`config.mk`:
```
export PLATFORM = sky130hd
export DESIGN_NAME = tri_unpacker
export DESIGN_NICKNAME = d
export VERILOG_FILES = /design/src/rtl/tri_unpacker_pkg.sv /design/src/rtl/tri_unpacker_out.sv /design/src/rtl/tri_unpacker.sv
export SDC_FILE = /design/constraint.sdc
export NUM_CORES = 1
export LEC_CHECK = 0
export ABC_CLOCK_PERIOD_IN_PS = 3300
export CORE_MARGIN = 2
export CORE_UTILIZATION = 50
export CTS_BUF_LIST = sky130_fd_sc_hd__clkbuf_4
export DETAILED_ROUTE_END_ITERATION = 10
export HOLD_SLACK_MARGIN = 0.12
export PLACE_DENSITY = 0.86
export SLEW_MARGIN = 20
export SYNTH_ARGS = -nofsm -noshare
export SYNTH_HDL_FRONTEND = slang
export SYNTH_SLANG_ARGS = --single-unit
export TNS_END_PERCENT = 1
```
`constraint.sdc`:
```
create_clock -name clk -period 3.3 [get_ports clk]
set_clock_uncertainty 0.2 [all_clocks]
set_input_delay 0.66 -clock clk [delete_from_list [all_inputs] [get_ports clk]]
set_output_delay 0.66 -clock clk [all_outputs]
set_load 0.005 [all_outputs]
```
`src/rtl/tri_unpacker_pkg.sv`:
```
// Shared types and constants for the AHB triangle unpacker.
package tri_unpacker_pkg;

    typedef struct packed {
        logic [15:0] x;
        logic [15:0] y;
        logic [15:0] z;
    } Point3D;

    typedef struct packed {
        Point3D p;
        Point3D q;
        Point3D r;
    } Triangle3D;

    typedef struct packed {
        logic [7:0] r;
        logic [7:0] g;
        logic [7:0] b;
    } Color;

    typedef enum logic [1:0] {IDLE, RECV, DRAIN} UnpackState;

    localparam int          AHB_WORDS_PER_TRI = 6;
    localparam logic [31:0] FRAME_START_WORD  = 32'd0;
    localparam logic [31:0] FRAME_END_WORD    = 32'd1;

endpackage

```
`src/rtl/tri_unpacker_out.sv`:
```
// Output register for one assembled triangle; holds until downstream takes it.
module tri_unpacker_out
    import tri_unpacker_pkg::*;
(
    input  logic      clk,
    input  logic      rst,
    input  logic      load,
    input  Triangle3D tri_in,
    input  Color      col_in,
    input  logic      tri_read,
    output Triangle3D triangle,
    output Color      color,
    output logic      tri_ready
);

    always_ff @(posedge clk) begin
        if (rst) begin
            triangle  <= '0;
            color     <= '0;
            tri_ready <= 1'b0;
        end else if (load) begin
            // a load in the same cycle as a take keeps tri_ready high with no gap
            triangle  <= tri_in;
            color     <= col_in;
            tri_ready <= 1'b1;
        end else if (tri_ready && tri_read) begin
            tri_ready <= 1'b0;
        end
    end

endmodule

```
`src/rtl/tri_unpacker.sv`:
```
// Frames the AHB word stream and rebuilds 6-word packets into triangles.
module tri_unpacker
    import tri_unpacker_pkg::*;
#(
    parameter logic [31:0] FRAME_START = FRAME_START_WORD,
    parameter logic [31:0] FRAME_END   = FRAME_END_WORD
) (
    input  logic        clk,
    input  logic        rst,
    input  logic [31:0] ahb_buffer,
    input  logic        ahb_data_available,
    output logic        ahb_user_read_buffer,
    output Triangle3D   triangle,
    output Color        color,
    output logic        tri_ready,
    input  logic        tri_read,
    output logic        frame_active,
    output logic        frame_done,
    output logic [7:0]  drop_count
);

    localparam logic [2:0] LAST_SLOT = 3'(AHB_WORDS_PER_TRI - 1);

    UnpackState state, state_d;
    logic [2:0] slot;
    Triangle3D  stg_tri;
    Color       stg_col, ld_col;
    logic       accept, load, word_in;

    assign word_in              = ahb_data_available && !rst;
    assign ahb_user_read_buffer = word_in && accept;

    always_comb begin
        state_d    = state;
        accept     = 1'b0;
        load       = 1'b0;
        frame_done = 1'b0;
        ld_col     = stg_col;
        ld_col.b   = ahb_buffer[7:0];
        case (state)
            IDLE: begin
                accept = 1'b1;
                if (word_in && ahb_buffer == FRAME_START)
                    state_d = RECV;
            end
            RECV: begin
                // only the final word waits for the output register to free up
                accept = (slot != LAST_SLOT) || !(tri_ready && !tri_read);
                if (word_in && accept && slot == 3'd0 && ahb_buffer == FRAME_END)
                    state_d = DRAIN;
                load = word_in && accept && slot == LAST_SLOT;
            end
            DRAIN: begin
                if (!tri_ready) begin
                    frame_done = !rst;
                    state_d    = IDLE;
                end
            end
            default: state_d = IDLE;
        endcase
    end

    always_ff @(posedge clk) begin
        if (rst) state <= IDLE;
        else     state <= state_d;
    end

    always_ff @(posedge clk) begin
        if (rst) begin
            slot         <= 3'd0;
            stg_tri      <= '0;
            stg_col      <= '0;
            drop_count   <= 8'd0;
            frame_active <= 1'b0;
        end else begin
            if (state == DRAIN && state_d == IDLE)
                frame_active <= 1'b0;
            if (ahb_user_read_buffer) begin
                case (state)
                    IDLE: begin
                        if (ahb_buffer == FRAME_START)
                            frame_active <= 1'b1;
                        else if (drop_count != 8'hFF)
                            drop_count <= drop_count + 8'd1;
                    end
                    RECV: begin
                        if (!(slot == 3'd0 && ahb_buffer == FRAME_END)) begin
                            case (slot)
                                3'd0: begin
                                    stg_tri.p.x <= ahb_buffer[15:0];
                                    stg_tri.p.y <= ahb_buffer[31:16];
                                end
                                3'd1: begin
                                    stg_tri.p.z <= ahb_buffer[15:0];
                                    stg_tri.q.x <= ahb_buffer[31:16];
                                end
                                3'd2: begin
                                    stg_tri.q.y <= ahb_buffer[15:0];
                                    stg_tri.q.z <= ahb_buffer[31:16];
                                end
                                3'd3: begin
                                    stg_tri.r.x <= ahb_buffer[15:0];
                                    stg_tri.r.y <= ahb_buffer[31:16];
                                end
                                3'd4: begin
                                    stg_tri.r.z <= ahb_buffer[15:0];
                                    stg_col.r   <= ahb_buffer[23:16];
                                    stg_col.g   <= ahb_buffer[31:24];
                                end
                                default: stg_col.b <= ahb_buffer[7:0];
                            endcase
                            slot <= (slot == LAST_SLOT) ? 3'd0 : slot + 3'd1;
                        end
                    end
                    default: ;
                endcase
            end
        end
    end

    tri_unpacker_out u_out (
        .clk      (clk),
        .rst      (rst),
        .load     (load),
        .tri_in   (stg_tri),
        .col_in   (ld_col),
        .tri_read (tri_read),
        .triangle (triangle),
        .color    (color),
        .tri_ready(tri_ready)
    );

endmodule

```
; ---- After elaboration in Yosys (flattened, before gate mapping)
; Index checks and enable logic that the tools add are counted.
[op_classes]
n_eq_ne = 10
addsub = 2
n_reduce_logical = 27
n_mux = 15
n_bitwise = 2
n_div = 0
order_cmp = 0
shifts = 0
n_mul = 0
[ops]
columns = cell, n
row1 = $eq A32 B1 Y1 const B, 1
row2 = $logic_not A32 Y1, 1
row3 = $reduce_and A4 Y1, 6
row4 = $logic_and A1 B1 Y1, 11
row5 = $mux W1, 9
row6 = $add A8 B1 Y8 const B, 1
row7 = $ne A8 B8 Y1 const B, 1
row8 = $eq A3 B2 Y1 const B, 2
row9 = $eq A3 B3 Y1 const B, 2
row10 = $mux W2, 3
row11 = $pmux W2 S3, 1
row12 = $logic_not A2 Y1, 2
row13 = $add A3 B1 Y3 const B, 1
row14 = $eq A3 B1 Y1 const B, 1
row15 = $logic_not A1 Y1, 3
row16 = $logic_not A3 Y1, 1
row17 = $mux W3, 1
row18 = $ne A3 B3 Y1 const B, 1
row19 = $reduce_and A3 Y1, 1
row20 = $eq A2 B1 Y1 const B, 1
row21 = $eq A2 B2 Y1 const B, 1
row22 = $not A1 Y1, 2
row23 = $pmux W1 S2, 1
row24 = $reduce_bool A2 Y1, 1
row25 = $logic_or A1 B1 Y1, 1
[word_totals]
latch_bits = 0
ram_bits = 0
elab_cells = 84
output_inout_bits = 180
inputBits = 36
regBits = 343
rom_bits = 0
n_memories = 0

; ---- Logic depth before layout (Yosys ltp)
; Gate-level depths: netlist of run 1.
[depth]
depth_word = 15
mapped_depth = 10
ltp_nobuf = 6

; ---- Modules after synthesis
; From an unflattened synthesis of run 1, not the netlist that was laid out.
[hier_totals]
hier_cells = 1355
area_unflattened_um2 = 12757.2
[modules_own_cells]
columns = module, cells_per_inst, seq_area_each_um2, area_each_um2, n_inst
row1 = tri_unpacker, 809, 3483.3, 6737.7, 1
row2 = tri_unpacker_out, 546, 3383.2, 6019.5, 1

; ---- Worst setup path before layout of run 1
; OpenSTA, ideal clock, no wires.
[synth_timing]
path_kind = in2reg
startpoint = input port ahb_buffer[17]
endpoint = register state[0]
path_buffers = 1
required_time_ns = 2.963
path_stages = 6
path_slack_ns = 1.003
arrival_ns = 1.960
setup_ns = 0.137
path_cell_list = nor4_1 nand4_1 or3_1 buf_2 o41ai_2 a221oi_1
[synth_via]
elab_chain_len = 4
elab_cells_between_ends = 7
classes_between = 1 x eq/ne / 3 x mux / 3 x reduce/logical
[synth_rtl]
columns = element, line
row1 = from (decl), tri_unpacker.sv:10  ; input logic [31:0] ahb_buffer,
row2 = $eq A32 B1 Y1 or $logic_not A32 Y1 (tied branches), "tri_unpacker.sv:49, tri_unpacker.sv:43"
row3 = $logic_and A1 B1 Y1 (on tied branches), "tri_unpacker.sv:49, tri_unpacker.sv:43"
row4 = $mux W2 (on tied branches), "tri_unpacker.sv:49, tri_unpacker.sv:43"
row5 = $pmux W2 S3 *, tri_unpacker.sv:40  ; case (state)
row6 = to (signal assigned), tri_unpacker.sv:65  ; else state <= state_d;
row7 = to (decl), tri_unpacker.sv:24  ; UnpackState state, state_d;
; Every way passes the cells marked *; elsewhere a longest branch is shown, timed or not.
; A chain may end at the register's enable or synchronous reset.

; ---- Worst setup path in the final report of run 1
[layout_timing]
startpoint = input port rst
endpoint = output port ahb_user_read_buffer
[layout_via]
elab_chain_len = 3
[layout_rtl]
columns = element, line
row1 = from (decl), tri_unpacker.sv:9  ; input logic rst,
row2 = $logic_not A1 Y1, tri_unpacker.sv:30  ; assign word_in = ahb_data_available && !rst;
row3 = $logic_and A1 B1 Y1, tri_unpacker.sv:30
row4 = $logic_and A1 B1 Y1, tri_unpacker.sv:31  ; assign ahb_user_read_buffer = word_in && accept;
row5 = to (decl), tri_unpacker.sv:12  ; output logic ahb_user_read_buffer,
; No other way between the ends.

==> impl_metrics.env, run 1 <==
export IMPL_whs_ns=0.234
export IMPL_synth_area_sq_um=12400
export IMPL_numCtsBuffers=87
export IMPL_crit_slowest_cell="dlygate4sd3_1"
export IMPL_synth_fp_nets=1554
export IMPL_root_buffer="clkbuf_4"
export IMPL_regToRegSetupSlack_ns=1.06
export IMPL_route_vias_total=11900
export IMPL_grt_max_degree=252
export IMPL_hold_viol=0
export IMPL_first_iter_violations=1525
export IMPL_worstPathCellList="dlygate4sd3_1 > buf_8 > a2111oi_4 > buf_4 > clkdlybuf4s50_1"
export IMPL_start_util_pct=51.0
export IMPL_detail_route_antenna_nets=0
export IMPL_yosys_most_used_dff="dfxtp_1"
export IMPL_die_area_sq_um=26100
export IMPL_max_stage_delay_ns=0.57
export IMPL_fmax_mhz=309
export IMPL_fin_util_pct=66.1
export IMPL_worstMarginPinSlew_ns=1.12
export IMPL_drt_wl_total_um=38100
export IMPL_clk_pin_slew_ns=0.06
export IMPL_worstPathRequired_ns=2.44
export IMPL_clk_insertion_delay_late_ns=0.69
export IMPL_routabilityCongestion=0.863
export IMPL_min_delay_path_class="register to register"
export IMPL_setup_viol=0
export IMPL_grtUsageTotal_pct=28.4
export IMPL_ys_types=44
export IMPL_multi_input_area_sq_um=5020
export IMPL_rows=57
export IMPL_power_density_nw_per_um2=486
export IMPL_grt_pass1_vias=11000
export IMPL_viasPerCell=5.58
export IMPL_yosys_warnings=0
export IMPL_p_leak_nw=5.32
export IMPL_reg2regPathDepth=6
export IMPL_antenna_found_initial=1
export IMPL_synth_edff_count=0
export IMPL_drive_above_1_share_pct=11.8
export IMPL_die_y_um=162
export IMPL_ys_ff_latch=343
export IMPL_maxCapViolations=0
export IMPL_nFillCells=1973
export IMPL_cts_tree="done"
export IMPL_fin_crit_ns=3.24
export IMPL_crit_path_max_fanout=7
export IMPL_gr_total_overflow=0
export IMPL_slew_violations=0
export IMPL_syn_area_per_cell_sq_um=8.20
export IMPL_h_tree_depth=3
export IMPL_drtPass1Iterations=6
export IMPL_slew_headroom_pct=25.2
export IMPL_path_class="input port to output port"
export IMPL_ios=216
export IMPL_clock_sinks=343
export IMPL_start_kind="input port"
export IMPL_async_flop_share_pct=0
export IMPL_seqCellArea_sq_um=6870
export IMPL_crit_path_start="rst"
export IMPL_r2r_start="state[0]$_SDFF_PP0_"
export IMPL_grt_pass1_wl_um=58100
export IMPL_clock_path_buffers=3
export IMPL_worst_r2r_endpoint="stg_tri[41]$_SDFFE_PP0P_"
export IMPL_ir_drop_uv=230
export IMPL_nNetsFinal=1802
export IMPL_rsz0062_at_grt="false"
export IMPL_fp_dieW_um=162
export IMPL_syn_inst=1516
export IMPL_critPathCaptureType="output port"
export IMPL_status="complete, no violations"
export IMPL_core_area_sq_um=24400
export IMPL_cp_endpoint="ahb_user_read_buffer"
export IMPL_dp_hpwl_um=23800
export IMPL_worstPathArrival_ns=2.38
export IMPL_seq_area_frac_synth_pct=55.2
export IMPL_wire_per_inst_um=17.8
export IMPL_io_buffer_count=215
export IMPL_drc=0
export IMPL_min_period_over_period_pct=98.1
export IMPL_layout_area_overhead_vs_synth_pct=29.8
-- logic make-up after synthesis --
group / synth area share [%]
buf+inv: 4.81
fa+ha+maj: 0.201
xor+xnor: 0.0705
compound gates: 15.9
flops: 55.2
simple gates: 21.1
mux: 2.66
-- metrics by stage --
stage	instance area (sq um)	setup TNS [ns]	power (W)	instances	setup slack (ns)
finish	16100	0	0.00784	2137	0.0640
global route	16100	0	0.00813	2137	0.0301
CTS	16100	0	0.00789	2133	0.0177
detailed placement	15100	0	0.00449	1996	0.0137
global placement	15100	-0.0544	0.00449	1996	-0.0544
floorplan	12400	0	0.00431	1516	1.00
-- cell usage after synthesis (5+ instances only) --
cell      count  area share [%]
o21ai_0      63             2.5
nand2_1     471              14
dfxtp_1     343              55
buf_2        38             1.5
o21ai_1       7            0.28
nor4_2        5            0.50
buf_4         6            0.36
buf_6         5            0.45
inv_1         6            0.18
nand3_1      70             2.8
nand4_1       5            0.25
a21oi_1     306              12
nor2_1       38             1.1
or3_1         6            0.30
mux2i_1      33             2.7
clkbuf_1     72             2.2
-- routing by layer --
layer / part of all wire (%) / vias to the layer above / track usage (%) / wire length [um]
li1: - / 5589 / - / -
met1: 39 / 5537 / 37.1 / 15000
met2: 45 / 680 / 43.6 / 17100
met3: 11 / 108 / 6.26 / 4130
met4: 5.0 / 0 / 16.3 / 1910
met5: 0 / - / 0 / 0
-- state kept, by name (all words and copies together), names as in the netlist --
name / count
state: 2
u_out.tri_ready: 1
drop_count: 8
stg_tri: 144
frame_active: 1
u_out.color: 24
ld_col: 16
slot: 3
u_out.triangle: 144
-- report_power, final --
group | switching (W) | total [W] | internal, W
logic | 0.000180 | 0.000265 | 0.0000841
clock network | 0.00162 | 0.00344 | 0.00182
registers | 0.00000205 | 0.00414 | 0.00414
-- cell usage in the layout, fill, tap and decap left out, types with 4 or more instances in the layout --
cell type / instances
nand3_1: 70
buf_4: 58
dfxtp_1: 340
clkbuf_4: 121
inv_1: 6
or3_1: 6
buf_12: 9
mux2i_1: 33
a21oi_1: 306
nor2_1: 38
clkinv_1: 10
nor4_2: 4
nand2_1: 471
nand4_1: 5
clkdlybuf4s50_1: 214
o21ai_1: 7
o21ai_0: 63
-- layout make-up --
cell class | instances | area share (%)
Sequential cell | 343 | 42.6
Clock buffer | 121 | 5.63
Inverter | 6 | 0.140
Tap cell | 324 | 2.51
Timing Repair Buffer | 283 | 17.3
Antenna cell | 2 | 0.0310
Multi-Input combinational cell | 1043 | 31.1
Clock inverter | 15 | 0.690
-- worst min-delay path by stage --
stage | from | to | slack (ns) | cells after the start
2_1_floorplan | stg_tri[114]$_SDFFE_PP0P_ | u_out.triangle[114]$_SDFFE_PP0P_ | 0.23 | 2
6_report | stg_tri[53]$_SDFFE_PP0P_ | u_out.triangle[53]$_SDFFE_PP0P_ | 0.23 | 2
5_1_grt | ld_col[15]$_SDFFE_PP0P_ | u_out.color[15]$_SDFFE_PP0P_ | 0.25 | 2
3_3_place_gp | stg_tri[130]$_SDFFE_PP0P_ | u_out.triangle[130]$_SDFFE_PP0P_ | 0.23 | 2
4_1_cts | stg_tri[72]$_SDFFE_PP0P_ | u_out.triangle[72]$_SDFFE_PP0P_ | 0.22 | 2
3_5_place_dp | stg_tri[16]$_SDFFE_PP0P_ | u_out.triangle[16]$_SDFFE_PP0P_ | 0.24 | 2
-- worst max-delay path: cells and delay by family --
kind / cells / cell delay, ns
buffers and inverters: 4 / 1.40
AO/OA/AOI/OAI: 1 / 0.31
-- what timing repair did --
action / in CTS / in global routing
gates cloned: 0 / 0
setup endpoints to repair: 1 / 1
hold buffers: 1 / 0
buffers inserted: 0 / 2
endpoints found under the hold margin: 1 / 0
pin swaps: 0 / 1
gates resized for setup: 6 / 1
Power figures use the tool's default switching activity.
==> run 2: changes to the inputs <==
- ABC_CLOCK_PERIOD_IN_PS: 3300 -> 2800
- CORE_UTILIZATION: 50 -> 49
- PLACE_DENSITY: 0.86 -> 0.88
- clock period: 3.3 -> 2.8 ns (I/O delays scaled with it)
==> impl_metrics.env, run 2 (synthesis results as in run 1) <==
export IMPL_status="complete, no violations"
export IMPL_cts_tree="done"
export IMPL_slew_headroom_pct=33.2
export IMPL_maxCapViolations=0
export IMPL_clock_sinks=343
export IMPL_h_tree_depth=3
export IMPL_ios=216
export IMPL_gr_total_overflow=0
export IMPL_fin_crit_ns=2.74
export IMPL_worstPathArrival_ns=1.98
export IMPL_fmax_mhz=365
export IMPL_rows=58
export IMPL_clk_pin_slew_ns=0.08
export IMPL_hold_viol=0
export IMPL_power_density_nw_per_um2=554
export IMPL_final_cell_area_sq_um=16300
export IMPL_worstPathRequired_ns=2.04
export IMPL_routabilityCongestion=0.907
export IMPL_start_kind="register"
export IMPL_min_period_over_period_pct=98.0
export IMPL_critPathCaptureType="output port"
export IMPL_ir_drop_uv=349
export IMPL_drt_wl_total_um=39500
export IMPL_grt_pass1_vias=11600
export IMPL_cts_setup_buffers=0
export IMPL_root_buffer="clkbuf_4"
export IMPL_drc=0
export IMPL_grt_max_degree=98
export IMPL_numCtsBuffers=85
export IMPL_path_class="register to output port"
export IMPL_io_buffer_count=215
export IMPL_route_vias_total=12000
export IMPL_pre_cts_ws_ns=-0.128
export IMPL_crit_path_max_fanout=4
export IMPL_drtPass1Iterations=7
export IMPL_clk_insertion_delay_late_ns=0.72
export IMPL_nFillCells=2036
export IMPL_setup_viol=0
export IMPL_detail_route_antenna_nets=0
export IMPL_dp_hpwl_um=26100
export IMPL_drive_above_1_share_pct=12.5
export IMPL_layout_area_overhead_vs_synth_pct=31.5
export IMPL_whs_ns=0.226
export IMPL_first_iter_violations=1232
export IMPL_min_delay_path_class="register to register"
export IMPL_final_cell_mix="nand2_1, dfxtp_1, a21oi_1"
export IMPL_grtUsageTotal_pct=29.2
export IMPL_fin_tns_setup_ns=0
export IMPL_fp_dieW_um=163
export IMPL_worst_slack_ns=0.0571
export IMPL_start_util_pct=49.7
export IMPL_slew_violations=0
export IMPL_p_leak_nw=5.44
export IMPL_final_common_cell="nand2_1"
export IMPL_reg_top3="stg_tri: 144 flops, u_out.triangle: 144 flops, u_out.color: 24 flops"
export IMPL_antenna_found_initial=1
export IMPL_die_y_um=163
export IMPL_wire_per_inst_um=18.3
export IMPL_grt_pass1_wl_um=60900
export IMPL_rsz0062_at_grt="false"
export IMPL_core_area_sq_um=25000
export IMPL_worstMarginPinSlew_ns=1.00
export IMPL_die_area_sq_um=26700
export IMPL_nNetsFinal=1817
export IMPL_dpl_cell_area_sq_um=15400
export IMPL_clock_path_buffers=3
export IMPL_viasPerCell=5.57
-- run 2: what timing repair did --
action,CTS,global route
setup endpoints to repair,1,2
resized for setup,2,4
endpoints found under the hold margin,2,0
hold buffers,1,0
-- run 2: cell type report --
class	count	area (sq um)	share of cell area, %
Tap cell	330	413	2.53
Clock buffer	119	893	5.47
Clock inverter	17	65.1	0.398
Inverter	6	22.5	0.138
Multi-Input combinational cell	1043	5020	30.7
Antenna cell	2	5.00	0.0306
Timing Repair Buffer	300	3060	18.7
Sequential cell	343	6870	42.0
-- run 2: power breakdown --
group / switching, W / internal [W] / total (W)
sequential: 0.00000266 / 0.00488 / 0.00488
clock: 0.00192 / 0.00194 / 0.00385
combinational: 0.000219 / 0.000100 / 0.000319
total: 0.00214 / 0.00692 / 0.00906
-- run 2: per-stage QoR --
step           total power [W]  utilization [%]  cells
2_1_floorplan          0.00508                -   1516
3_3_place_gp           0.00529             61.4   2021
3_5_place_dp           0.00530             61.4   2021
4_1_cts                0.00911             65.2   2158
5_1_grt                0.00940             65.3   2160
6_report               0.00906             65.3   2160
-- run 2: routing by layer --
metal / vias up / share of wire (%) / global-route usage, %
met5: - / 0 / 0
met4: 0 / 4.1 / 13.9
met3: 93 / 11 / 8.25
met2: 625 / 47 / 46.4
met1: 5685 / 39 / 36.7
li1: 5620 / - / -
-- run 2: worst paths after layout --
path / slack [ns] / cells after the start / endpoint / start
max: 0.06 / 3 / frame_done / u_out.tri_ready$_SDFFE_PP0P_
min: 0.23 / 2 / u_out.triangle[36]$_SDFFE_PP0P_ / stg_tri[36]$_SDFFE_PP0P_
max reg2reg: 0.48 / 6 / drop_count[5]$_SDFFE_PP0P_ / state[0]$_SDFF_PP0_
min reg2reg: 0.23 / 2 / u_out.triangle[36]$_SDFFE_PP0P_ / stg_tri[36]$_SDFFE_PP0P_
-- run 2: critical path, cell delays in order, from the launching register on --
cell and delay (ns):
dfxtp_1 0.37, nand3b_1 0.24, nor2_1 0.14, clkdlybuf4s50_1 0.51
==> run 3: changes to the inputs <==
- CORE_MARGIN: 2 -> not set
- CORE_UTILIZATION: 49 -> 50
- DONT_BUFFER_PORTS: not set -> 1
- GPL_ROUTABILITY_DRIVEN: not set -> 0
- PLACE_DENSITY: 0.88 -> 0.78
==> impl_metrics.env, run 3 (synthesis results as in run 1) <==
export IMPL_dp_hpwl_um=20600
export IMPL_drc=0
export IMPL_start_util_pct=51.1
export IMPL_drtPass1Iterations=6
export IMPL_maxCapViolations=0
export IMPL_root_buffer="clkbuf_4"
export IMPL_min_period_over_period_pct=101
export IMPL_clock_path_buffers=3
export IMPL_critPathCaptureType="register"
export IMPL_die_y_um=160
export IMPL_grtUsageTotal_pct=33.1
export IMPL_layout_cells_non_filler=2152
export IMPL_worstPathRequired_ns=3.19
export IMPL_die_area_sq_um=25500
export IMPL_min_delay_path_class="input port to register"
export IMPL_power_density_nw_per_um2=570
export IMPL_grt_pass1_vias=12100
export IMPL_ir_drop_uv=375
export IMPL_clock_sinks=343
export IMPL_pre_cts_ws_ns=0.320
export IMPL_slew_violations=0
export IMPL_setup_viol=3
export IMPL_core_area_sq_um=24300
export IMPL_crit_path_max_fanout=8
export IMPL_path_class="input port to register"
export IMPL_layout_area_overhead_vs_synth_pct=33.5
export IMPL_fmax_mhz=355
export IMPL_cts_tree="done"
export IMPL_start_kind="input port"
export IMPL_gr_total_overflow=0
export IMPL_detail_route_antenna_nets=0
export IMPL_fp_dieW_um=160
export IMPL_drt_wl_total_um=43400
export IMPL_final_common_cell="nand2_1"
export IMPL_route_vias_total=12200
export IMPL_clk_pin_slew_ns=0.08
export IMPL_p_leak_nw=6.28
export IMPL_drive_above_1_share_pct=10.7
export IMPL_antenna_found_initial=2
export IMPL_grt_pass1_wl_um=65700
export IMPL_dp_cells=1740
export IMPL_hold_viol=0
export IMPL_wire_per_inst_um=20.2
export IMPL_whs_ns=0.174
export IMPL_viasPerCell=5.65
export IMPL_worstMarginPinSlew_ns=0.703
export IMPL_final_cell_mix="nand2_1, dfxtp_1, a21oi_1"
export IMPL_io_buffer_count=0
export IMPL_status="finished, violations left"
export IMPL_worstPathArrival_ns=3.20
export IMPL_multi_input_area_sq_um=5100
export IMPL_h_tree_depth=3
export IMPL_clk_insertion_delay_late_ns=0.71
export IMPL_reg_top3="stg_tri: 144 flops, u_out.triangle: 144 flops, u_out.color: 24 flops"
export IMPL_numCtsBuffers=86
export IMPL_violations="negative setup slack"
export IMPL_ios=216
export IMPL_nFillCells=1872
export IMPL_worst_slack_ns=-0.0197
export IMPL_seqCellArea_sq_um=6880
export IMPL_slew_headroom_pct=53.0
export IMPL_rows=57
export IMPL_fin_crit_ns=2.82
export IMPL_nNetsFinal=1814
export IMPL_grt_max_degree=225
export IMPL_rsz0062_at_grt="true"
export IMPL_first_iter_violations=1384
export IMPL_power_w=0.00945
run 3: cell count changes in the layout (fill, tap and decap cells not counted), moves of 5 or more:
cell,change
buf_12,-16
clkinv_1,-5
buf_4,-44
clkbuf_4,+8
inv_2,-5
dlygate4sd3_1,+252
dlymetal6s4s_1,+11
clkdlybuf4s50_1,-213
run 3: metal layers:
metal / global-route usage (%) / share of wire (%) / vias to the layer above
li1: - / - / 5604
met1: 39.4 / 38 / 5787
met2: 53.1 / 46 / 635
met3: 11.2 / 11 / 126
met4: 17.3 / 4.5 / 0
met5: 0 / 0 / -
run 3: critical path, stage by stage:
cell and delay, ns:
dlygate4sd3_1 0.64, nor4_2 0.36, and4_1 0.39, a31o_4 0.26, buf_4 0.14, xor2_1 0.18, nor2_1 0.07, dlygate4sd3_1 0.60
run 3: worst paths after layout:
path | start | endpoint | slack [ns] | cells past startpoint
worst max-delay path | ahb_buffer[25] | drop_count[0]$_SDFFE_PP0P_ | -0.02 | 8
worst min-delay path | ahb_buffer[21] | stg_tri[21]$_SDFFE_PP0P_ | 0.17 | 3
worst max register to register | state[1]$_SDFF_PP0_ | u_out.triangle[95]$_SDFFE_PP0P_ | 0.03 | 8
worst min register to register | ld_col[8]$_SDFFE_PP0P_ | u_out.color[8]$_SDFFE_PP0P_ | 0.24 | 2
run 3: final cells by class:
cell class | count | area share (%)
repair buffers | 296 | 18.6
inverters | 6 | 0.136
clock inverters | 11 | 0.905
clock buffers | 127 | 5.75
diodes | 2 | 0.0302
well taps | 324 | 2.44
multi-input cells | 1043 | 30.7
flip-flops and latches | 343 | 41.4
run 3: what timing repair did:
item,4_1_cts,5_1_grt
hold buffers,267,0
gates resized for setup,7,34
pin swaps,1,9
endpoints found under the setup margin,1,108
hold endpoints to repair,343,0
buffers inserted,0,5
run 3: metrics by stage:
| step | TNS, ns | area [sq um] | util, % |
|---|---|---|---|
| 6_report | -0.0376 | 16600 | 68.2 |
| 5_1_grt | -0.151 | 16600 | 68.2 |
| 4_1_cts | 0 | 16400 | 67.5 |
| 3_5_place_dp | 0 | 12600 | 51.7 |
| 3_3_place_gp | 0 | 12600 | 51.7 |
| 2_1_floorplan | 0 | 12400 | - |
run 3: where the power goes:
part	switching [W]	total [W]	internal, W
combinational	0.000104	0.000173	0.0000692
clock	0.00199	0.00440	0.00241
sequential	0.00000318	0.00488	0.00488
